[src/rtl/victim_cache_pkg.sv]
// victim_cache_pkg: shared state encoding and request opcodes for the victim cache controller
package victim_cache_pkg;
    typedef enum logic [3:0] {
        IDLE, P_LOOK, P_CHK, P_RD, I_LOOK, I_CHK, I_EVRD, I_WB, I_WR, I_DS
    } vc_state_e;
    localparam logic VC_OP_PROBE  = 1'b0;
    localparam logic VC_OP_INSERT = 1'b1;
endpackage

[src/rtl/vc_way_select.sv]
// vc_way_select: lowest-free-way priority encoder over the shadow valid vector
module vc_way_select #(
    parameter int NUM_WAYS = 4,
    localparam int WAY_W = $clog2(NUM_WAYS)
) (
    input  logic [NUM_WAYS-1:0] sv,
    output logic [WAY_W-1:0]    free_way,
    output logic                all_valid
);
    // scan from the top so the lowest clear index wins
    always_comb begin
        free_way = '0;
        for (int i = NUM_WAYS - 1; i >= 0; i--)
            if (!sv[i]) free_way = WAY_W'(i);
        all_valid = &sv;
    end
endmodule

[src/rtl/victim_cache_ctrl.sv]
// victim_cache_ctrl: sequences probe/insert requests into tag_store strobes with victim writeback
module victim_cache_ctrl
    import victim_cache_pkg::*;
#(
    parameter int TAG_WIDTH = 4,
    parameter int NUM_WAYS  = 4,
    localparam int WAY_W = $clog2(NUM_WAYS)
) (
    input  logic                 clk,
    input  logic                 rst,
    input  logic                 req_valid,
    output logic                 req_ready,
    input  logic                 req_op,
    input  logic [TAG_WIDTH-1:0] req_tag,
    input  logic                 req_dirty,
    output logic                 resp_valid,
    output logic                 resp_hit,
    output logic [WAY_W-1:0]     resp_way,
    output logic                 resp_dirty,
    output logic                 wb_valid,
    input  logic                 wb_ready,
    output logic [TAG_WIDTH-1:0] wb_tag,
    output logic                 ts_lookup_en,
    output logic                 ts_read_en,
    output logic                 ts_write_en,
    output logic                 ts_valid_clear,
    output logic                 ts_dirty_set,
    output logic                 ts_dirty_clear,
    output logic [TAG_WIDTH-1:0] ts_tag,
    output logic [WAY_W-1:0]     ts_way,
    input  logic                 ts_hit,
    input  logic [WAY_W-1:0]     ts_hit_way,
    input  logic                 ts_valid_read,
    input  logic                 ts_dirty_read,
    input  logic [TAG_WIDTH-1:0] ts_tag_read
);
    vc_state_e            state_q, state_d;
    logic [TAG_WIDTH-1:0] tag_q, tag_d, wb_tag_q, wb_tag_d;
    logic [WAY_W-1:0]     way_q, way_d, rr_q, rr_d, free_way;
    logic [NUM_WAYS-1:0]  sv_q, sv_d;
    logic                 dirty_q, dirty_d, dup_q, dup_d, all_valid;

    vc_way_select #(.NUM_WAYS(NUM_WAYS)) u_sel (
        .sv       (sv_q),
        .free_way (free_way),
        .all_valid(all_valid)
    );

    assign ts_dirty_clear = 1'b0;
    assign wb_tag         = wb_tag_q;

    // next-state, strobes and responses; shadow valid tracks the strobes issued this cycle
    always_comb begin
        state_d        = state_q;
        tag_d          = tag_q;
        dirty_d        = dirty_q;
        way_d          = way_q;
        dup_d          = dup_q;
        wb_tag_d       = wb_tag_q;
        rr_d           = rr_q;
        req_ready      = 1'b0;
        resp_valid     = 1'b0;
        resp_hit       = 1'b0;
        resp_way       = '0;
        resp_dirty     = 1'b0;
        wb_valid       = 1'b0;
        ts_lookup_en   = 1'b0;
        ts_read_en     = 1'b0;
        ts_write_en    = 1'b0;
        ts_valid_clear = 1'b0;
        ts_dirty_set   = 1'b0;
        ts_tag         = '0;
        ts_way         = '0;
        case (state_q)
            IDLE: begin
                req_ready = 1'b1;
                if (req_valid) begin
                    tag_d   = req_tag;
                    dirty_d = req_dirty;
                    state_d = (req_op == VC_OP_INSERT) ? I_LOOK : P_LOOK;
                end
            end
            P_LOOK, I_LOOK: begin
                ts_lookup_en = 1'b1;
                ts_tag       = tag_q;
                state_d      = (state_q == P_LOOK) ? P_CHK : I_CHK;
            end
            P_CHK: begin
                if (ts_hit) begin
                    way_d      = ts_hit_way;
                    ts_read_en = 1'b1;
                    ts_way     = ts_hit_way;
                    state_d    = P_RD;
                end else begin
                    resp_valid = 1'b1;
                    state_d    = IDLE;
                end
            end
            P_RD: begin
                ts_valid_clear = 1'b1;
                ts_way         = way_q;
                resp_valid     = 1'b1;
                resp_hit       = 1'b1;
                resp_way       = way_q;
                resp_dirty     = ts_dirty_read;
                state_d        = IDLE;
            end
            I_CHK: begin
                dup_d = ts_hit;
                if (ts_hit || !all_valid) begin
                    way_d   = ts_hit ? ts_hit_way : free_way;
                    state_d = I_WR;
                end else begin
                    way_d      = rr_q;
                    ts_read_en = 1'b1;
                    ts_way     = rr_q;
                    rr_d       = rr_q + WAY_W'(1);
                    state_d    = I_EVRD;
                end
            end
            I_EVRD: begin
                if (ts_valid_read && ts_dirty_read) wb_tag_d = ts_tag_read;
                state_d = (ts_valid_read && ts_dirty_read) ? I_WB : I_WR;
            end
            I_WB: begin
                wb_valid = 1'b1;
                state_d  = wb_ready ? I_WR : I_WB;
            end
            I_WR: begin
                ts_write_en = 1'b1;
                ts_way      = way_q;
                ts_tag      = tag_q;
                resp_valid  = !dirty_q;
                resp_hit    = !dirty_q && dup_q;
                resp_way    = dirty_q ? '0 : way_q;
                state_d     = dirty_q ? I_DS : IDLE;
            end
            I_DS: begin
                ts_dirty_set = 1'b1;
                ts_way       = way_q;
                resp_valid   = 1'b1;
                resp_hit     = dup_q;
                resp_way     = way_q;
                state_d      = IDLE;
            end
            default: state_d = IDLE;
        endcase
        sv_d = sv_q;
        if (ts_write_en) sv_d[ts_way] = 1'b1;
        if (ts_valid_clear) sv_d[ts_way] = 1'b0;
    end

    // state registers; reset aborts any sequence in flight
    always_ff @(posedge clk) begin
        if (rst) begin
            state_q  <= IDLE;
            tag_q    <= '0;
            dirty_q  <= 1'b0;
            way_q    <= '0;
            dup_q    <= 1'b0;
            wb_tag_q <= '0;
            rr_q     <= '0;
            sv_q     <= '0;
        end else begin
            state_q  <= state_d;
            tag_q    <= tag_d;
            dirty_q  <= dirty_d;
            way_q    <= way_d;
            dup_q    <= dup_d;
            wb_tag_q <= wb_tag_d;
            rr_q     <= rr_d;
            sv_q     <= sv_d;
        end
    end
endmodule
[config.mk]
export PLATFORM = sky130hd
export DESIGN_NAME = victim_cache_ctrl
export DESIGN_NICKNAME = d
export VERILOG_FILES = /design/src/rtl/victim_cache_pkg.sv /design/src/rtl/vc_way_select.sv /design/src/rtl/victim_cache_ctrl.sv
export SDC_FILE = /design/constraint.sdc
export NUM_CORES = 1
export LEC_CHECK = 0
export ABC_AREA = 1
export BUFFER_PORTS_ARGS = -buffer_cell sky130_fd_sc_hd__buf_2
export CAP_MARGIN = 40
export CORE_MARGIN = 2
export CORE_UTILIZATION = 50
export CTS_BUF_LIST = sky130_fd_sc_hd__clkbuf_4 sky130_fd_sc_hd__clkbuf_8
export DETAILED_ROUTE_END_ITERATION = 7
export PLACE_DENSITY = 0.79
export SLEW_MARGIN = 20
export SYNTH_ARGS = -nofsm -noshare
export SYNTH_HDL_FRONTEND = slang
export SYNTH_SLANG_ARGS = --single-unit
export TNS_END_PERCENT = 100
[constraint.sdc]
create_clock -name clk -period 4 [get_ports clk]
set_clock_uncertainty 0.1 [all_clocks]
set_input_delay 0.8 -clock clk [delete_from_list [all_inputs] [get_ports clk]]
set_output_delay 0.8 -clock clk [all_outputs]
set_load 0.05 [all_outputs]
==> results.sh, run 1 <==
export IMPL_die_area_um2=3000
export IMPL_hold_class="flop to flop"
export IMPL_syn_area_um2=1290
export IMPL_min_period_ps=2830
export IMPL_drtPass1Iterations=4
export IMPL_fp_row_count=18
export IMPL_ys_top_cells_by_count="nand2_1, inv_1, dfxtp_1"
export IMPL_synth_top_area_share_pct=34.1
export IMPL_drive_gt1_share_pct=31.8
export IMPL_yosysSeqAreaShare_pct=34.1
export IMPL_die_height_um=54.8
export IMPL_syn_num_nets=211
export IMPL_grt_remaining_overflow=0
export IMPL_status="finished clean"
export IMPL_drtIter0Drc=43
export IMPL_drc_errors=0
export IMPL_yosysTopAreaCell="dfxtp_1"
export IMPL_root_buffer="clkbuf_4"
export IMPL_synthTopCellsByArea="dfxtp_1, nand2_1, inv_1, a21oi_1, nand3_1"
export IMPL_clockPowerShare_pct=28.7
export IMPL_grt_max_degree=14
export IMPL_r2r_setup_slack_ps=2430
export IMPL_total_leakage_power_uw=0.000856
export IMPL_comb_power_share_pct=30.4
export IMPL_crit_path_start_kind="input port"
export IMPL_yosysMostFrequentCell="nand2_1"
export IMPL_end_kind="output pin"
export IMPL_fp_dieW_um=54.8
export IMPL_cts_inserted_buffers=3
export IMPL_intPower_uw=385
export IMPL_setup_violations_final=0
export IMPL_fmax_mhz=354
export IMPL_ys_flop_type="dfxtp_1"
export IMPL_area_growth_syn_to_layout_pct=21.2
export IMPL_diodes=0
export IMPL_worst_slack_ps=1170
export IMPL_ios=42
export IMPL_fin_cells=263
export IMPL_synth_edf_count=0
export IMPL_numPortBuffers=40
export IMPL_final_core_utilization_pct=63.7
export IMPL_cts_buffer_depth=2
export IMPL_ir_worst_vdd_uv=327
export IMPL_cts_tree="done"
export IMPL_hold_viol_final=0
export IMPL_p_total_uw=613
export IMPL_core_area_um2=2450
export IMPL_antenna_found_initial=0
export IMPL_dpl_worst_slack_ps=1200
export IMPL_wl_mm=3.07
export IMPL_viasPerCell=4.98
export IMPL_dpl_hpwl_mm=2.39
export IMPL_p_per_area_nw_per_um2=392
export IMPL_finalCritPeriodShare_pct=70.6
export IMPL_layout_nets=253
export IMPL_clkSlewWorstSetupHoldPaths_ps=120
export IMPL_syn_instance_count=192
export IMPL_crit_type="input port to output pin"
export IMPL_drv_slew=0
export IMPL_track_usage_pct=22.7
export IMPL_start_util_pct=52.5
export IMPL_pwr_share_seq_pct=40.9
export IMPL_ys_warn_count=0
export IMPL_final_antenna_net_count=0
export IMPL_cts_hold_buf=0
export IMPL_grt_pass1_vias=1106
export IMPL_cp_max_fo=6
export IMPL_synth_cell_types=23
export IMPL_tns_ps=0
export IMPL_syn_avg_cell_area_um2=6.72
export IMPL_grt_pass1_wl_mm=4.77
export IMPL_cts_htree_levels=1
export IMPL_rsz0062_at_grt="false"
export IMPL_cts_resized=0
export IMPL_postCtsSetupRepairBufs=0
export IMPL_cap_violations=0
export IMPL_routedWlPerCell_um=11.7
export IMPL_ys_seq_elements=22
export IMPL_worstSkewPairLatency_ps=320
export IMPL_cts_sinks=22
export IMPL_via_count=1311
export IMPL_swShare_pct=37.1
export IMPL_ys_async_sr_fraction_pct=0
export IMPL_dp_cells=259
export IMPL_gp_congestion=0.952
export IMPL_cp_arrival_ps=1930
export IMPL_p_sw_uw=227
export IMPL_cp_required_ps=3100
## registers in the layout, indices dropped and copies added, names as in the netlist
name,cells
dup_q,1
tag_q,4
wb_tag,4
dirty_q,1
sv_q,4
state_q,4
way_q,2
rr_q,2
## layout by cell type, fill, tap and decap left out
cell and instances:
nand3_1 14, a21oi_2 3, nor2_4 4, conb_1 1
a21oi_1 18, dfxtp_1 22, bufinv_16 1, nor3_1 4
nand2_2 7, a31oi_1 4, nor2_1 12, inv_2 4
clkbuf_4 3, nor3_2 2, o21ai_0 10, nand2_1 41
nand4_1 2, nand3_2 7, buf_2 40, o21a_1 1
nor2_2 3, a211oi_1 1, inv_1 29
## critical path, stage by stage
cell and delay (ps):
buf_2 140, inv_2 90, nand3_2 80, nor2_2 220, nand3_2 160, nand3_2 150
buf_2 280
## layout make-up
type / count / area (um^2)
clock inverter: 1 / 30.0
tap: 30 / 37.5
sequential: 22 / 440
clock buffer: 3 / 22.5
inverter: 33 / 124
fill: 254 / 891
multi-input combinational: 134 / 709
timing repair buffer: 40 / 200
## power by group through the flow
stage / registers, uW / clock network [uW] / logic [uW]
2_1_floorplan: 252 / 0 / 143
3_3_place_gp: 254 / 0 / 183
3_5_place_dp: 255 / 0 / 185
4_1_cts: 250 / 179 / 186
5_1_grt: 253 / 184 / 205
6_report: 250 / 176 / 186
## cell families after synthesis
kind of cell	after synthesis	share of synthesized area, %
simple gates	96	38.7
compound gates	37	16.0
buf+inv	36	10.9
flops	22	34.1
other cells	1	0.291
## layer usage
layer | routed length (um) | track usage, % | share of wire, %
met5 | 0 | 0 | 0
met4 | 36 | 7.92 | 1.2
met3 | 173 | 6.01 | 5.6
met2 | 1480 | 34.9 | 48
met1 | 1380 | 30.4 | 45
## worst paths after layout
kind	cells after the start	from	endpoint
worst min register to register	2	wb_tag[2]	wb_tag[2]
worst min-delay path	2	wb_tag[2]	wb_tag[2]
worst max register to register	6	state_q[0]	dirty_q
worst max-delay path	7	ts_hit	ts_way[1]
## metrics by stage
step / hold slack, ps / instance area (um^2)
6_report: 352 / 1560
5_1_grt: 379 / 1560
4_1_cts: 355 / 1560
3_5_place_dp: 337 / 1510
3_3_place_gp: 330 / 1510
2_1_floorplan: 341 / 1290
(Power assumes the default switching activity.)
==> inputs of run 2 (changes only) <==
Settings changed: CORE_UTILIZATION 50 to 47, PLACE_DENSITY 0.79 to 0.78.
Clock period 4 ns to 2.4 ns, I/O delays scaled along.
==> run 2 against run 1 <==
  * Combinational power up 70%
  * Count of clock-buffer cells in the layout unchanged
  * Flip-flop and latch count unchanged
  * Sequential share of layout area shrank 0.57 points
  * Non-clock buffer count grew 1
  * Routed wire length is 0.65% higher
  * Critical path depth unchanged
  * Power up 66%
  * Cell count is 0.38% higher
  * Largest cell class unchanged
==> results.sh, run 2 (synthesis results as in run 1) <==
export IMPL_drive_gt1_share_pct=33.3
export IMPL_routedWlPerCell_um=11.7
export IMPL_end_kind="output pin"
export IMPL_grt_pass1_wl_mm=4.82
export IMPL_gp_congestion=0.885
export IMPL_track_usage_pct=19.1
export IMPL_total_leakage_power_uw=0.000860
export IMPL_ir_worst_vdd_uv=551
export IMPL_layout_nets=254
export IMPL_cp_common_cell="nand2_2"
export IMPL_mostFrequentLayoutCell="nand2_1"
export IMPL_die_height_um=56.4
export IMPL_grt_pass1_vias=1085
export IMPL_cts_buffer_depth=2
export IMPL_cp_arrival_ps=1700
export IMPL_grt_max_degree=14
export IMPL_final_core_utilization_pct=62.7
export IMPL_fp_row_count=18
export IMPL_grt_remaining_overflow=0
export IMPL_cts_tree="done"
export IMPL_p_per_area_nw_per_um2=636
export IMPL_slowest_stage="dfxtp_1"
export IMPL_cap_violations=0
export IMPL_area_growth_syn_to_layout_pct=23.8
export IMPL_clkSlewWorstSetupHoldPaths_ps=120
export IMPL_crit_path_start_kind="flop"
export IMPL_diodes=0
export IMPL_cp_required_ps=1820
export IMPL_cts_sinks=22
export IMPL_antenna_found_initial=0
export IMPL_p_total_uw=1020
export IMPL_drtPass1Iterations=4
export IMPL_wl_mm=3.09
export IMPL_fmax_mhz=438
export IMPL_cts_htree_levels=1
export IMPL_hold_class="input port to flop"
export IMPL_start_util_pct=50.7
export IMPL_drv_slew=0
export IMPL_cts_inserted_buffers=3
export IMPL_worstSkewPairLatency_ps=310
export IMPL_postCtsSetupRepairBufs=0
export IMPL_dp_cells=260
export IMPL_finalCritPeriodShare_pct=95.2
export IMPL_stdcell_area_um2=1600
export IMPL_fp_dieW_um=56.4
export IMPL_status="finished clean"
export IMPL_hold_viol_final=0
export IMPL_nFillCells=263
export IMPL_fin_cells=264
export IMPL_layout_common_cells="nand2_1, buf_2, inv_1, dfxtp_1, a21oi_1"
export IMPL_dpl_hpwl_mm=2.42
export IMPL_viasPerCell=5.06
export IMPL_fin_hold_ws_ps=328
export IMPL_crit_type="flop to output pin"
export IMPL_place_area_um2=1520
export IMPL_ios=42
export IMPL_via_count=1337
export IMPL_crit_path_max_incr_delay_ps=390
export IMPL_rsz0062_at_grt="true"
export IMPL_numPortBuffers=40
export IMPL_final_antenna_net_count=0
export IMPL_core_area_um2=2540
export IMPL_drtIter0Drc=64
export IMPL_root_buffer="clkbuf_4"
export IMPL_crit_chain="inv_1 > nor2_1 > nand2_2 > nand3_2 > nand2_2 > a31oi_1 > buf_4"
export IMPL_min_period_ps=2280
export IMPL_drc_errors=0
export IMPL_cp_max_fo=4
export IMPL_setup_violations_final=0
export IMPL_die_area_um2=3180
-- run 2: area by class of cell --
class | instances | area (um^2) | area share [%]
inverter | 33 | 124 | 7.76
sequential | 22 | 440 | 27.6
clock buffer | 3 | 22.5 | 1.41
multi-input combinational | 134 | 719 | 45.1
clock inverter | 1 | 30.0 | 1.88
tap | 30 | 37.5 | 2.35
timing repair buffer | 41 | 223 | 13.9
-- run 2: through the flow --
stage	setup slack, ps	TNS (ps)
floorplan	138	0
global placement	279	0
detailed placement	263	0
CTS	27.6	0
global route	-6.69	-7.01
finish	115	0
-- run 2: power breakdown --
group | leakage, uW | internal, uW | switching [uW]
clock | 0.0000279 | 169 | 115
sequential | 0.000179 | 391 | 24.1
combinational | 0.000654 | 85.3 | 231
-- run 2: repair_timing --
action                                  in CTS  in global routing
hold buffers                                 0                  0
endpoints found under the setup margin       0                  8
gates resized for setup                      0                 10
-- run 2: critical path, delay by kind of cell (launching register included) --
kind / cells / cell delay (ps)
and+or+nand+nor: 4 / 490
AOI/OAI and AO/OA: 1 / 200
DFF: 1 / 390
buffers and inverters: 2 / 320
-- run 2: path summary, 6_finish.rpt --
path | startpoint | end | slack, ps | cells past startpoint
max reg2reg | state_q[0] | state_q[0] | 830 | 8
min | req_tag[1] | tag_q[1] | 330 | 3
max | state_q[3] | resp_way[1] | 120 | 7
min reg2reg | wb_tag[2] | wb_tag[2] | 350 | 2
-- run 2: per-layer routing --
| metal | vias to the layer above | global-route usage (%) | routed length [um] | part of all wire [%] |
|---|---|---|---|---|
| met3 | 2 | 4.15 | 204 | 6.6 |
| met4 | 0 | 4.08 | 8 | 0.26 |
| met5 | - | 0 | 0 | 0 |
| met2 | 51 | 29.2 | 1430 | 46 |
| met1 | 579 | 27.4 | 1450 | 47 |
| li1 | 705 | - | - | - |
==> inputs of run 3 (changes only) <==
Settings changed: CORE_UTILIZATION 47 to 40, PLACE_DENSITY 0.78 to 0.68.
==> run 3 against run 2 <==
  * Setup slack improved by 7.3 ps
  * Final area fell by 0.86%
  * Combinational power about the same
  * Hold slack lost 4.3 ps
  * Power decreased by 11%
  * Global-route usage decreased by 1.2 points
  * Sequential share of layout area is 0.32 points higher
  * Non-clock buffer count down 1
  * Utilization is 11 points lower
  * Cell count rose by 4.5%
  * Largest cell class unchanged
  * Largest power group unchanged
==> results.sh, run 3 (synthesis results as in run 1) <==
export IMPL_routedWlPerCell_um=11.2
export IMPL_end_kind="output pin"
export IMPL_root_buffer="clkbuf_4"
export IMPL_regArea_um2=442
export IMPL_cts_resized=0
export IMPL_p_total_uw=908
export IMPL_hold_path_cell_count=3
export IMPL_p_sw_uw=372
export IMPL_ir_worst_vdd_uv=407
export IMPL_fp_dieW_um=60.8
export IMPL_p_per_area_nw_per_um2=574
export IMPL_r2r_end="state_q[2]"
export IMPL_min_delay_start="req_tag[1]"
export IMPL_grt_pass1_wl_mm=4.93
export IMPL_cts_tree="done"
export IMPL_cts_inserted_buffers=3
export IMPL_dpl_hpwl_mm=2.44
export IMPL_cp_max_fo=7
export IMPL_finalCritPeriodShare_pct=94.9
export IMPL_hold_viol_final=0
export IMPL_crit_path_start_kind="flop"
export IMPL_via_count=1300
export IMPL_grt_remaining_overflow=0
export IMPL_multiInputGateArea_um2=727
export IMPL_reg2reg_from="state_q[2]"
export IMPL_drc_errors=0
export IMPL_cts_hold_buf=0
export IMPL_grt_max_degree=13
export IMPL_comb_power_share_pct=34.9
export IMPL_crit_type="flop to output pin"
export IMPL_area_growth_syn_to_layout_pct=22.7
export IMPL_cp_required_ps=1820
export IMPL_track_usage_pct=17.8
export IMPL_ios=42
export IMPL_mostFrequentLayoutCell="nand2_1"
export IMPL_drive_gt1_share_pct=34.5
export IMPL_cts_htree_levels=1
export IMPL_total_leakage_power_uw=0.000839
export IMPL_cts_buffer_depth=2
export IMPL_drv_slew=0
export IMPL_start_util_pct=42.3
export IMPL_cts_sinks=22
export IMPL_grt_pass1_vias=1132
export IMPL_fin_hold_ws_ps=323
export IMPL_r2r_setup_slack_ps=880
export IMPL_diodes=0
export IMPL_viasPerCell=4.71
export IMPL_drtPass1Iterations=4
export IMPL_clockPowerShare_pct=19.1
export IMPL_antenna_found_initial=0
export IMPL_die_height_um=60.8
export IMPL_die_area_um2=3700
export IMPL_setup_violations_final=0
export IMPL_reg2reg_depth=6
export IMPL_postCtsSetupRepairBufs=0
export IMPL_min_period_ps=2280
export IMPL_layout_common_cells="nand2_1, buf_2, inv_1, dfxtp_1, a21oi_1"
export IMPL_worstSkewPairLatency_ps=320
export IMPL_min_to="tag_q[1]"
export IMPL_layout_nets=253
export IMPL_cp_arrival_ps=1700
export IMPL_numPortBuffers=40
export IMPL_fp_row_count=20
export IMPL_drtIter0Drc=90
export IMPL_final_antenna_net_count=0
export IMPL_fmax_mhz=439
export IMPL_intPower_uw=536
export IMPL_gp_congestion=0.854
export IMPL_core_area_um2=3050
export IMPL_swShare_pct=41.0
export IMPL_pwr_share_seq_pct=46.0
export IMPL_status="finished clean"
export IMPL_hold_class="input port to flop"
export IMPL_wl_mm=3.10
export IMPL_clkSlewWorstSetupHoldPaths_ps=110
export IMPL_nFillCells=332
export IMPL_cap_violations=0
## run 3: per-stage QoR
stage	utilization, %	setup slack [ps]	setup TNS [ps]	instance area, um^2	cells
2_1_floorplan	-	138	0	1290	192
3_3_place_gp	50.2	275	0	1530	273
3_5_place_dp	50.2	257	0	1530	273
4_1_cts	50.9	24.0	0	1550	276
5_1_grt	51.8	-11.9	-11.9	1580	276
6_report	51.8	123	0	1580	276
## run 3: final cells by class
| class | count | area share (%) |
|---|---|---|
| multi-input combinational | 134 | 45.9 |
| clock buffer | 3 | 1.42 |
| tap | 44 | 3.48 |
| inverter | 33 | 7.83 |
| timing repair buffer | 40 | 13.4 |
| sequential | 22 | 27.9 |
## run 3: worst max-delay path, stage by stage, from the launching register on
cell     delay, ps
dfxtp_1        450
nand2_2        140
nor2_4         240
nand3_2        140
nand3_2        140
buf_2          280
## run 3: how the worst max path moves through the flow
stage,startpoint,endpoint,slack (ps),cells past startpoint
6_report,state_q[2],ts_way[1],120,5
5_1_grt,state_q[2],ts_tag[3],-10,8
4_1_cts,state_q[0],resp_valid,20,6
3_5_place_dp,ts_hit,ts_way[1],260,7
3_3_place_gp,ts_hit,ts_way[1],280,7
2_1_floorplan,state_q[3],resp_hit,140,6
## run 3: routing by layer
layer | up-vias | track usage (%) | wire length (um)
met5 | - | 0 | 0
met2 | 41 | 26.6 | 1380
met1 | 552 | 26.0 | 1440
met4 | 0 | 7.45 | 53
li1 | 702 | - | -
met3 | 5 | 2.13 | 223
## run 3: power by group through the flow
stage	registers (uW)	logic [uW]	clock network, uW
final	417	317	174
after global routing	422	346	197
after detailed placement	424	310	0
after global placement	423	311	0
after floorplan	421	239	0
after CTS	416	311	178
